**src/rtl/lsu_dmem_master.sv**
```systemverilog
// Load/store master for a word-addressed data memory: byte/half/word accesses,
// sign/zero-extended loads, read-modify-write sub-word stores, alignment/range errors.
module lsu_dmem_master #(
  parameter int MEM_WORDS = 64
) (
  input  logic        clk,
  input  logic        rst_n,
  input  logic        req_valid,
  output logic        req_ready,
  input  logic        req_we,
  input  logic [1:0]  req_size,
  input  logic        req_unsigned,
  input  logic [31:0] req_addr,
  input  logic [31:0] req_wdata,
  output logic        resp_valid,
  output logic [31:0] resp_rdata,
  output logic        resp_err,
  output logic        mem_we,
  output logic [31:0] mem_a,
  output logic [31:0] mem_wd,
  input  logic [31:0] mem_rd
);
  localparam int NUM_LANES = 4;

  typedef enum logic [2:0] {IDLE, ACCESS, WRITE, RESP, ERR} state_t;
  typedef struct packed {
    logic        we;
    logic [1:0]  size;
    logic        uns;
    logic [31:0] addr;
    logic [31:0] wdata;
  } req_t;

  state_t      state, state_nx;
  req_t        rq;
  logic [31:0] data_q, data_nx;
  logic        bad;
  logic        word_st;
  logic [7:0]  ld_b;
  logic [15:0] ld_h;
  logic [31:0] ld_ext;
  logic [NUM_LANES-1:0][7:0] merged;

  always_comb begin
    bad = (req_size == 2'b11) ||
          (req_size == 2'b01 && req_addr[0]) ||
          (req_size == 2'b10 && req_addr[1:0] != 2'b00) ||
          ({2'b00, req_addr[31:2]} >= 32'(MEM_WORDS));
  end

  // Store merge: each lane keeps the memory byte unless it is addressed by the store.
  for (genvar i = 0; i < NUM_LANES; i++) begin : g_lane
    localparam int HB = i % 2;
    logic sel;
    always_comb begin
      sel = (rq.size == 2'b00) ? (rq.addr[1:0] == 2'(i)) : (rq.addr[1] == 1'(i / 2));
      merged[i] = sel ? ((rq.size == 2'b00) ? rq.wdata[7:0] : rq.wdata[8*HB +: 8])
                      : mem_rd[8*i +: 8];
    end
  end

  always_comb begin
    ld_b = mem_rd[8*rq.addr[1:0] +: 8];
    ld_h = rq.addr[1] ? mem_rd[31:16] : mem_rd[15:0];
    case (rq.size)
      2'b00:   ld_ext = rq.uns ? {24'h0, ld_b} : {{24{ld_b[7]}}, ld_b};
      2'b01:   ld_ext = rq.uns ? {16'h0, ld_h} : {{16{ld_h[15]}}, ld_h};
      default: ld_ext = mem_rd;
    endcase
  end

  assign word_st = rq.we && (rq.size == 2'b10);

  always_comb begin
    state_nx = state;
    data_nx  = data_q;
    case (state)
      IDLE:   if (req_valid) state_nx = bad ? ERR : ACCESS;
      ACCESS: begin
        if (!rq.we) begin
          data_nx  = ld_ext;
          state_nx = RESP;
        end else if (word_st) begin
          state_nx = RESP;
        end else begin
          data_nx  = merged;
          state_nx = WRITE;
        end
      end
      WRITE:   state_nx = RESP;
      RESP:    state_nx = IDLE;
      ERR:     state_nx = IDLE;
      default: state_nx = IDLE;
    endcase
  end

  always_ff @(posedge clk or negedge rst_n) begin
    if (!rst_n) begin
      state  <= IDLE;
      rq     <= '0;
      data_q <= '0;
    end else begin
      state  <= state_nx;
      data_q <= data_nx;
      if (state == IDLE && req_valid)
        rq <= '{we: req_we, size: req_size, uns: req_unsigned, addr: req_addr, wdata: req_wdata};
    end
  end

  // Outputs decode from state only, so reset clears them (mem_we included) asynchronously.
  always_comb begin
    req_ready  = (state == IDLE);
    resp_valid = (state == RESP) || (state == ERR);
    resp_err   = (state == ERR);
    resp_rdata = (state == RESP && !rq.we) ? data_q : 32'h0;
    mem_we     = (state == WRITE) || (state == ACCESS && word_st);
    mem_a      = (state == ACCESS || state == WRITE) ? {2'b00, rq.addr[31:2]} : 32'h0;
    mem_wd     = (state == WRITE) ? data_q :
                 (state == ACCESS && word_st) ? rq.wdata : 32'h0;
  end
endmodule

```
**config.mk**
```make
export PLATFORM = sky130hd
export DESIGN_NAME = lsu_dmem_master
export DESIGN_NICKNAME = d
export VERILOG_FILES = /design/src/rtl/lsu_dmem_master.sv
export SDC_FILE = /design/constraint.sdc
export NUM_CORES = 1
export LEC_CHECK = 0
export ABC_AREA = 1
export BUFFER_PORTS_ARGS = -buffer_cell sky130_fd_sc_hd__buf_2
export CAP_MARGIN = 10
export CORE_MARGIN = 5
export CORE_UTILIZATION = 40
export DETAILED_ROUTE_END_ITERATION = 10
export PLACE_DENSITY = 0.72
export SYNTH_ARGS = -nofsm -noshare
export SYNTH_HDL_FRONTEND = slang
export SYNTH_SLANG_ARGS = --single-unit
```
**constraint.sdc**
```tcl
create_clock -name clk -period 1.8 [get_ports clk]
set_input_delay 0.09 -clock clk [delete_from_list [all_inputs] [get_ports clk]]
set_output_delay 0.09 -clock clk [all_outputs]
set_load 0.05 [all_outputs]
```
# Word level (Yosys, flattened, before mapping)

Cells that the tools add are included.

Bits in registers: 103
Latch bits: 0
RAM bits: 0
ROM bits: 0
Input bits: 103
Output and inout port bits: 100
Logic and storage cells: 66
Memories kept: 0

Add/subtract/negate cells: 0
Multiply operators: 0
Div/mod/pow operators: 0
Order comparisons: 1
Equality and inequality tests: 14
Shift-type cells: 1
Muxes and demuxes: 24
Bitwise logic cells: 1
Reduce and logical (&&, ||, !) cells: 18

Operators by type and width:

| kind                  | count |
|---|---|
| $mux W32              | 7 |
| $pmux W32 S2          | 1 |
| $mux W8               | 5 |
| $shiftx A32 B6 Y8     | 1 |
| $ge A30 B7 Y1 const B | 1 |
| $mux W30              | 1 |
| $mux W16              | 1 |
| $eq A2 B2 Y1 const B  | 5 |
| $pmux W3 S3           | 1 |
| $eq A2 B1 Y1 const B  | 3 |
| $eq A3 B2 Y1 const B  | 2 |
| $logic_and A1 B1 Y1   | 6 |
| $logic_or A1 B1 Y1    | 6 |
| $mux W1               | 6 |
| $mux W3               | 2 |
| $logic_not A2 Y1      | 2 |
| $ne A2 B2 Y1 const B  | 2 |
| $eq A3 B1 Y1 const B  | 1 |
| $eq A3 B3 Y1 const B  | 1 |
| $logic_not A3 Y1      | 1 |
| $reduce_and A2 Y1     | 1 |
| $reduce_bool A2 Y1    | 1 |
| $logic_not A1 Y1      | 1 |
| $not A1 Y1            | 1 |

# Logic depth before layout (Yosys ltp)

Gate-level depths: netlist of run 1.

Depth after elaboration: 8
Gate-level depth with buffers: 11
Mapped depth without buffers: 9

# Worst setup path after synthesis of run 1

No wires, ideal clock.

Kind: reg-to-output
From: register state[2]
To: output port mem_wd[10]
Arrival time: 2180 ps
Data required time: 1710 ps
Path slack: -470 ps
Stages on the path, launching flop included: 6
Path through: dfrtp_1 nor3_2 buf_4 nand2_2 buf_2 o21ai_0

Cells in the longest elaborated chain, start to end: 4

Ends and longest elaborated chain:

| item                     | line | source |
|---|---|---|
| start: declaration       | 34   | `state_t state, state_nx;` |
| start signal: assignment | 103  | `state <= state_nx;` |
| $eq A3 B1 Y1             | 119  | `(state == ACCESS && word_st) ? rq.wdata : 32'h0;` |
| $logic_and A1 B1 Y1      | 119  |  |
| $mux W32                 | 119  |  |
| $mux W32 *               | 118  | `mem_wd = (state == WRITE) ? data_q :` |
| end: declaration         | 20   | `output logic [31:0] mem_wd,` |

Every way passes the cells marked *; elsewhere a longest branch is shown, timed or not.

# Final worst setup path of run 1

From: register state[2]
To: output port resp_rdata[15]

Cells in the longest elaborated chain, start to end: 3

Ends and longest elaborated chain:

| item                | line | source |
|---|---|---|
| $eq A3 B2 Y1        | 115  | `resp_rdata = (state == RESP && !rq.we) ? data_q : 32'h0;` |
| $logic_and A1 B1 Y1 | 115  |  |
| $mux W32            | 115  |  |
| end: declaration    | 16   | `output logic [31:0] resp_rdata,` |

No other way between the ends.

==> results.toml, run 1 <==
[status]
result_of_the_run = "finished with violations"
failing_checks = "negative setup slack"

[power_and_ir_drop]
power.leakage_nw = 5.04
comb_power_share = 0.654
p_sw_frac = 0.507
switching_power_w = 0.00900
seq_power_share = 0.230
vdd_drop_max_v = 0.00136
pwr_density_cell_nw_per_um2 = 1800
power.clock.fraction = 0.116
cell_internal_pwr_w = 0.00875

[sta]
hold_ws_ns = 0.0116
final.setup.worst_slack_ns = -0.0512
period_needed_ns = 1.85
setup_repair_after_global_routing_missed_its_margin = "yes"
timing.fmax_ghz = 0.540
setup_total_negative_slack_ns = -0.791
final.period_utilization = 1.03
finalClockSkew_ns = 0.00778
setup_violations = 50
final-max-slew-violation-count = 0
timing.final.hold_violations = 0

[synth]
synthCells = 938
synthesis.yosys.warnings = 0
seq_area_frac_synth = 0.395
synth_ff_type = "dfrtp_1"
total_of_flip_flops_plus_latches_after_synthesis = 103
syn-cell-area_sq_um = 6530
syn_avg_cell_area_sq_um = 6.96
synth_async_sr_flop_share = 1.00
synth_enable_flop_cells = 0
number_of_distinct_library_cells_after_synthesis = 32

[min_path]
worstHoldStart = "req_wdata[14]"
holdPathEnd = "rq[14]"
worst_hold_path.num_cells = 3
hold_path_class = "in2reg"

[global_routing]
grt.busiest_layer = "met2"
number_of_antenna_violations_at_the_first_check_in_global_routing = 0
grt_util_met3 = 0.0511
grt_pass1_wl_um = 35500
grt_pass1_vias = 7234
pin_count_of_the_biggest_net_entering_global_routing = 77
grt_util_met2 = 0.433
global_routing_usage_on_met1 = 0.276
track_usage = 0.239
gr-total-overflow = 0

[placement]
detailedPlacementHpwl_um = 15400
gp_routability_congestion = 0.921
dpl.cell_count = 1337
post_dp_cell_area_sq_um = 7990
buffer_ports.inserted = 200

[clock_network]
clkSlewWorstSetupHoldPaths_ns = 0.08
buffer_cell_driving_the_clock_tree_root = "clkbuf_16"
cts.path.max_buffers = 2
clock_sink_count = 103
cts_max_level = 3
tritoncts = "yes"
cts-buffers-inserted = 9
clk-insertion-delay-late_ns = 0.35

[floorplanning]
core_box_area_sq_um = 15900
die_area_sq_um = 19000
floorplan.die.width_um = 138
start_util = 0.409
floorplan.rows = 46
design.portCount = 203
die_height_um = 138

[routing]
vias = 7129
remaining_drc_errors = 0
routedWlPerCell_um = 16.5
dr.pass1.iters = 5
detail-route-antenna-nets = 0
wirelength_um = 23200
initialDrtViolationCount = 556
viasPerCell = 5.05

[critical_path]
critPathCaptureType = "primary output"
startpoint_type = "register"
timing.critical_path.fanout_max = 32
reg2regPathDepth = 11
worstReg2RegStart = "rq[66]"
reg2reg_to = "data_q[15]"
timing.critical_path.arrival_ns = 1.76
setup.worst_path.class = "reg2out"
cp_data_required_time_ns = 1.71
reg2reg_setup_slack_ns = 0.08

[finish]
final_common_cell = "nand2_1"
fin_cells = 1412
count_of_nets_after_finishing = 1294
syn_to_final_growth_pct = 51.5
finish.utilization = 0.620
drive_above_1_share = 0.348
highest_count_cells_in_the_layout_ignoring_fill_and_taps = "nand2_1 (206), nor2_1 (131), inv_1 (106), buf_2 (104), dfrtp_1 (100)"
num_antenna_cells = 0
final_cell_area_sq_um = 9880

[run]
max_cap_viol_count = 0
==> area by class of cell <==
| type | count | area (sq um) |
|---|---|---|
| inverters | 116 | 448 |
| multi-input cells | 667 | 3600 |
| repair buffers | 294 | 2680 |
| flip-flops and latches | 103 | 2580 |
| well taps | 216 | 270 |
| fillers | 1355 | 6060 |
| clock buffers | 10 | 239 |
| clock inverters | 6 | 67.6 |
==> logic make-up (layout without fill, tap and decap cells) <==
| logic type | after synthesis | after routing | synth area share |
|---|---|---|---|
| AOI/OAI and AO/OA | 154 | 154 | 0.129 |
| buffers and inverters | 169 | 426 | 0.115 |
| DFF | 103 | 103 | 0.395 |
| muxes | 16 | 16 | 0.0276 |
| other | 1 | 2 | 0.000575 |
| and+or+nand+nor | 495 | 495 | 0.333 |
==> state kept, by name, summed over array words and instances, names as in the netlist <==
signal and count:
state 3, rq 68, data_q 32
==> Yosys cell counts, types with 2 or more instances <==
cell type,n,area (sq um)
a21oi_1,61,305
nor2_4,3,33.8
nand2_2,17,106
inv_2,7,26.3
buf_4,9,67.6
nand4_1,3,18.8
nand3_1,56,280
dfrtp_1,103,2580
mux2_1,2,22.5
a31oi_1,6,37.5
nand2_4,2,22.5
o211ai_1,7,52.6
nand3_2,13,130
clkbuf_1,14,52.6
buf_2,23,115
inv_1,107,402
nor2_1,183,687
nor2_8,2,40.0
mux2_2,14,158
o21ai_0,47,235
nand2_1,208,781
nor2_2,2,12.5
nor3_1,3,15.0
a21oi_2,12,105
o21ai_1,21,105
buf_6,7,78.8
==> per-stage QoR <==
| step | power [W] | setup slack (ns) |
|---|---|---|
| 6_report | 0.0178 | -0.0512 |
| 5_1_grt | 0.0189 | -0.109 |
| 4_1_cts | 0.0171 | -0.0543 |
| 3_5_place_dp | 0.0135 | -0.0286 |
| 3_3_place_gp | 0.0134 | 0.0534 |
| 2_1_floorplan | 0.0111 | -0.318 |
==> layer usage <==
layer	up-vias	wire, um
li1	3444	-
met1	3377	8970
met2	273	12100
met3	35	1700
met4	0	505
met5	-	0
==> critical path, stage by stage, from the launching register on <==
cell and delay [ns]:
dfrtp_1 0.41, buf_6 0.14, inv_2 0.07, nand4_1 0.15
buf_12 0.22, nor2_1 0.16, buf_4 0.22
==> power groups by stage <==
stage	clock network (W)	registers (W)	logic [W]
finish	0.00206	0.00409	0.0116
detailed placement	0	0.00411	0.00944
CTS	0.00209	0.00406	0.0110
floorplan	0	0.00392	0.00720
global placement	0	0.00407	0.00931
global route	0.00222	0.00419	0.0125
==> worst max path at each step <==
stage	start	cells after the start	slack, ns	endpoint
global route	state[2]	6	-0.11	resp_rdata[15]
global placement	state[1]	4	0.05	mem_wd[6]
CTS	state[1]	6	-0.05	mem_wd[11]
detailed placement	state[1]	4	-0.03	mem_wd[6]
floorplan	state[2]	4	-0.32	mem_wd[0]
finish	state[2]	6	-0.05	resp_rdata[15]
==> timing repair <==
action | CTS | global route
resized for setup | 177 | 110
hold endpoints to repair | 151 | 0
pin swaps | 4 | 1
setup buffers | 4 | 2
gates cloned | 4 | 0
hold buffers | 49 | 0
endpoints found under the setup margin | 95 | 113
No activity file was read; power rests on OpenSTA's default activity.
==> run 2, diff against run 1 <==
- HOLD_SLACK_MARGIN: not set -> 0.08
==> results.toml, run 2 (synthesis gave the netlist of run 1 again) <==
[status]
result_of_the_run = "finished with violations"
failing_checks = "negative setup slack"

[global_routing]
number_of_antenna_violations_at_the_first_check_in_global_routing = 0
grt_pass1_vias = 7421
gr-total-overflow = 0
pin_count_of_the_biggest_net_entering_global_routing = 77
grt_pass1_wl_um = 36300
track_usage = 0.245

[finish]
fillers = 1302
final_cell_area_sq_um = 10300
largest_register_ffs = 68
num_antenna_cells = 0
final_common_cell = "nand2_1"
most_flop_heavy_register = "rq"
syn_to_final_growth_pct = 57.4
multiInputGateArea_sq_um = 3660
regArea_sq_um = 2580
drive_above_1_share = 0.356
biggestRegsByFlops = "rq x68, data_q x32, state x3"
highest_count_cells_in_the_layout_ignoring_fill_and_taps = "nand2_1 (206), nor2_1 (131), inv_1 (106), buf_2 (104), dfrtp_1 (100)"
fin_cells = 1439
count_of_nets_after_finishing = 1321

[critical_path]
critical_path.max_stage_delay_ns = 0.39
path_delay_family = "buffers and inverters"
cp_cell_sequence = "buf_6, nor3_4, inv_2, nand2_4, inv_8, buf_16, nor2_4, buf_8"
critPathBufInv = 5
critPathCaptureType = "primary output"
reg2reg_setup_slack_ns = 0.09
cp_data_required_time_ns = 1.71
timing.critical_path.arrival_ns = 1.76
startpoint_type = "register"
setup.worst_path.class = "reg2out"
critical-path-slowest-cell = "dfrtp_1"
timing.critical_path.fanout_max = 7

[floorplanning]
design.portCount = 203
start_util = 0.409
floorplan.die.width_um = 138
core_box_area_sq_um = 15900
die_height_um = 138
die_area_sq_um = 19000
floorplan.rows = 46

[min_path]
hold_path_class = "in2reg"

[power_and_ir_drop]
vdd_drop_max_v = 0.00113
power.clock.fraction = 0.114
p_sw_frac = 0.507
seq_power_share = 0.226
comb_power_share = 0.660
power.leakage_nw = 5.19
cell_internal_pwr_w = 0.00897
pwr_density_cell_nw_per_um2 = 1770
switching_power_w = 0.00923
p_total_w = 0.0182

[clock_network]
cts-buffers-inserted = 9
buffer_cell_driving_the_clock_tree_root = "clkbuf_16"
tritoncts = "yes"
clkSlewWorstSetupHoldPaths_ns = 0.08
cts_max_level = 3
clk-insertion-delay-late_ns = 0.36
clock_sink_count = 103
cts.path.max_buffers = 2

[routing]
routedWlPerCell_um = 17.1
vias = 7384
viasPerCell = 5.13
remaining_drc_errors = 0
wirelength_um = 24600
dr.pass1.iters = 5
initialDrtViolationCount = 555
detail-route-antenna-nets = 0

[placement]
detailedPlacementHpwl_um = 15400
gp_routability_congestion = 0.921
dpl.cell_count = 1337
buffer_ports.inserted = 200
post_dp_cell_area_sq_um = 7990

[sta]
hold_ws_ns = 0.0904
final.period_utilization = 1.03
setup_violations = 24
finalClockSkew_ns = 0.00658
setup_repair_after_global_routing_missed_its_margin = "yes"
timing.final.hold_violations = 0
period_needed_ns = 1.85
final.setup.worst_slack_ns = -0.0544
timing.fmax_ghz = 0.539
final-max-slew-violation-count = 0

[run]
max_cap_viol_count = 0
-- run 2: changes by cell type in the layout (fill, tap and decap cells not counted) --
cell | previous run | this run
dlygate4sd3_1 | 49 | 70
o21ai_1 | 30 | 21
o21ai_2 | 21 | 30
buf_12 | 9 | 12
buf_6 | 76 | 79
buf_4 | 35 | 33
buf_8 | 17 | 19
nand3_1 | 56 | 54
nand3_2 | 13 | 15
o21ai_0 | 17 | 15
o21ai_4 | 0 | 2
-- run 2: final cells by class --
class | instances | area share
clock buffer | 10 | 0.0233
clock inverter | 6 | 0.00658
inverter | 116 | 0.0436
multi-input combinational | 667 | 0.357
sequential | 103 | 0.251
tap | 216 | 0.0263
timing repair buffer | 321 | 0.292
-- run 2: power groups by stage --
| stage | Combinational [W] | Sequential, W | Clock [W] |
|---|---|---|---|
| 2_1_floorplan | 0.00720 | 0.00392 | 0 |
| 3_3_place_gp | 0.00931 | 0.00407 | 0 |
| 3_5_place_dp | 0.00944 | 0.00411 | 0 |
| 4_1_cts | 0.0110 | 0.00406 | 0.00209 |
| 5_1_grt | 0.0129 | 0.00420 | 0.00222 |
| 6_report | 0.0120 | 0.00411 | 0.00207 |
-- run 2: routing by layer --
metal,track usage,vias up,part of all wire
li1,-,3498,-
met1,0.284,3509,0.38
met2,0.440,327,0.52
met3,0.0515,50,0.077
met4,0.0971,0,0.028
met5,0,-,0
-- run 2: per-stage QoR --
step           worst slack [ns]  TNS (ns)  utilization
5_1_grt                  -0.114     -4.02        0.644
3_3_place_gp             0.0534         0        0.501
3_5_place_dp            -0.0286    -0.146        0.501
2_1_floorplan            -0.318     -4.13            -
6_report                -0.0544    -0.446        0.644
4_1_cts                 -0.0543    -0.538        0.608
-- run 2: path summary, 6_finish.rpt --
path / startpoint / endpoint / cells after the start
min in group asynchronous: rst_n / rq[13] / 2
worst max-delay path: state[0] / mem_a[12] / 8
worst min-delay path: mem_rd[5] / data_q[5] / 5
max in group asynchronous: rst_n / rq[22] / 3
worst max register to register: state[0] / data_q[15] / 10
worst min register to register: rq[30] / rq[30] / 1
-- run 2: timing repair --
item | in CTS | in global routing
cloned | 4 | 0
pin swaps | 4 | 5
gates resized for setup | 177 | 143
setup endpoints to repair | 95 | 113
buffers inserted | 4 | 8
hold endpoints to repair | 172 | 0
hold buffers | 70 | 0
-- run 2: tightest hold or removal path, cell delays in order --
cell	delay, ns
buf_2	0.11
nand2_1	0.05
a31oi_1	0.07
nand2_1	0.05
nand2_1	0.04
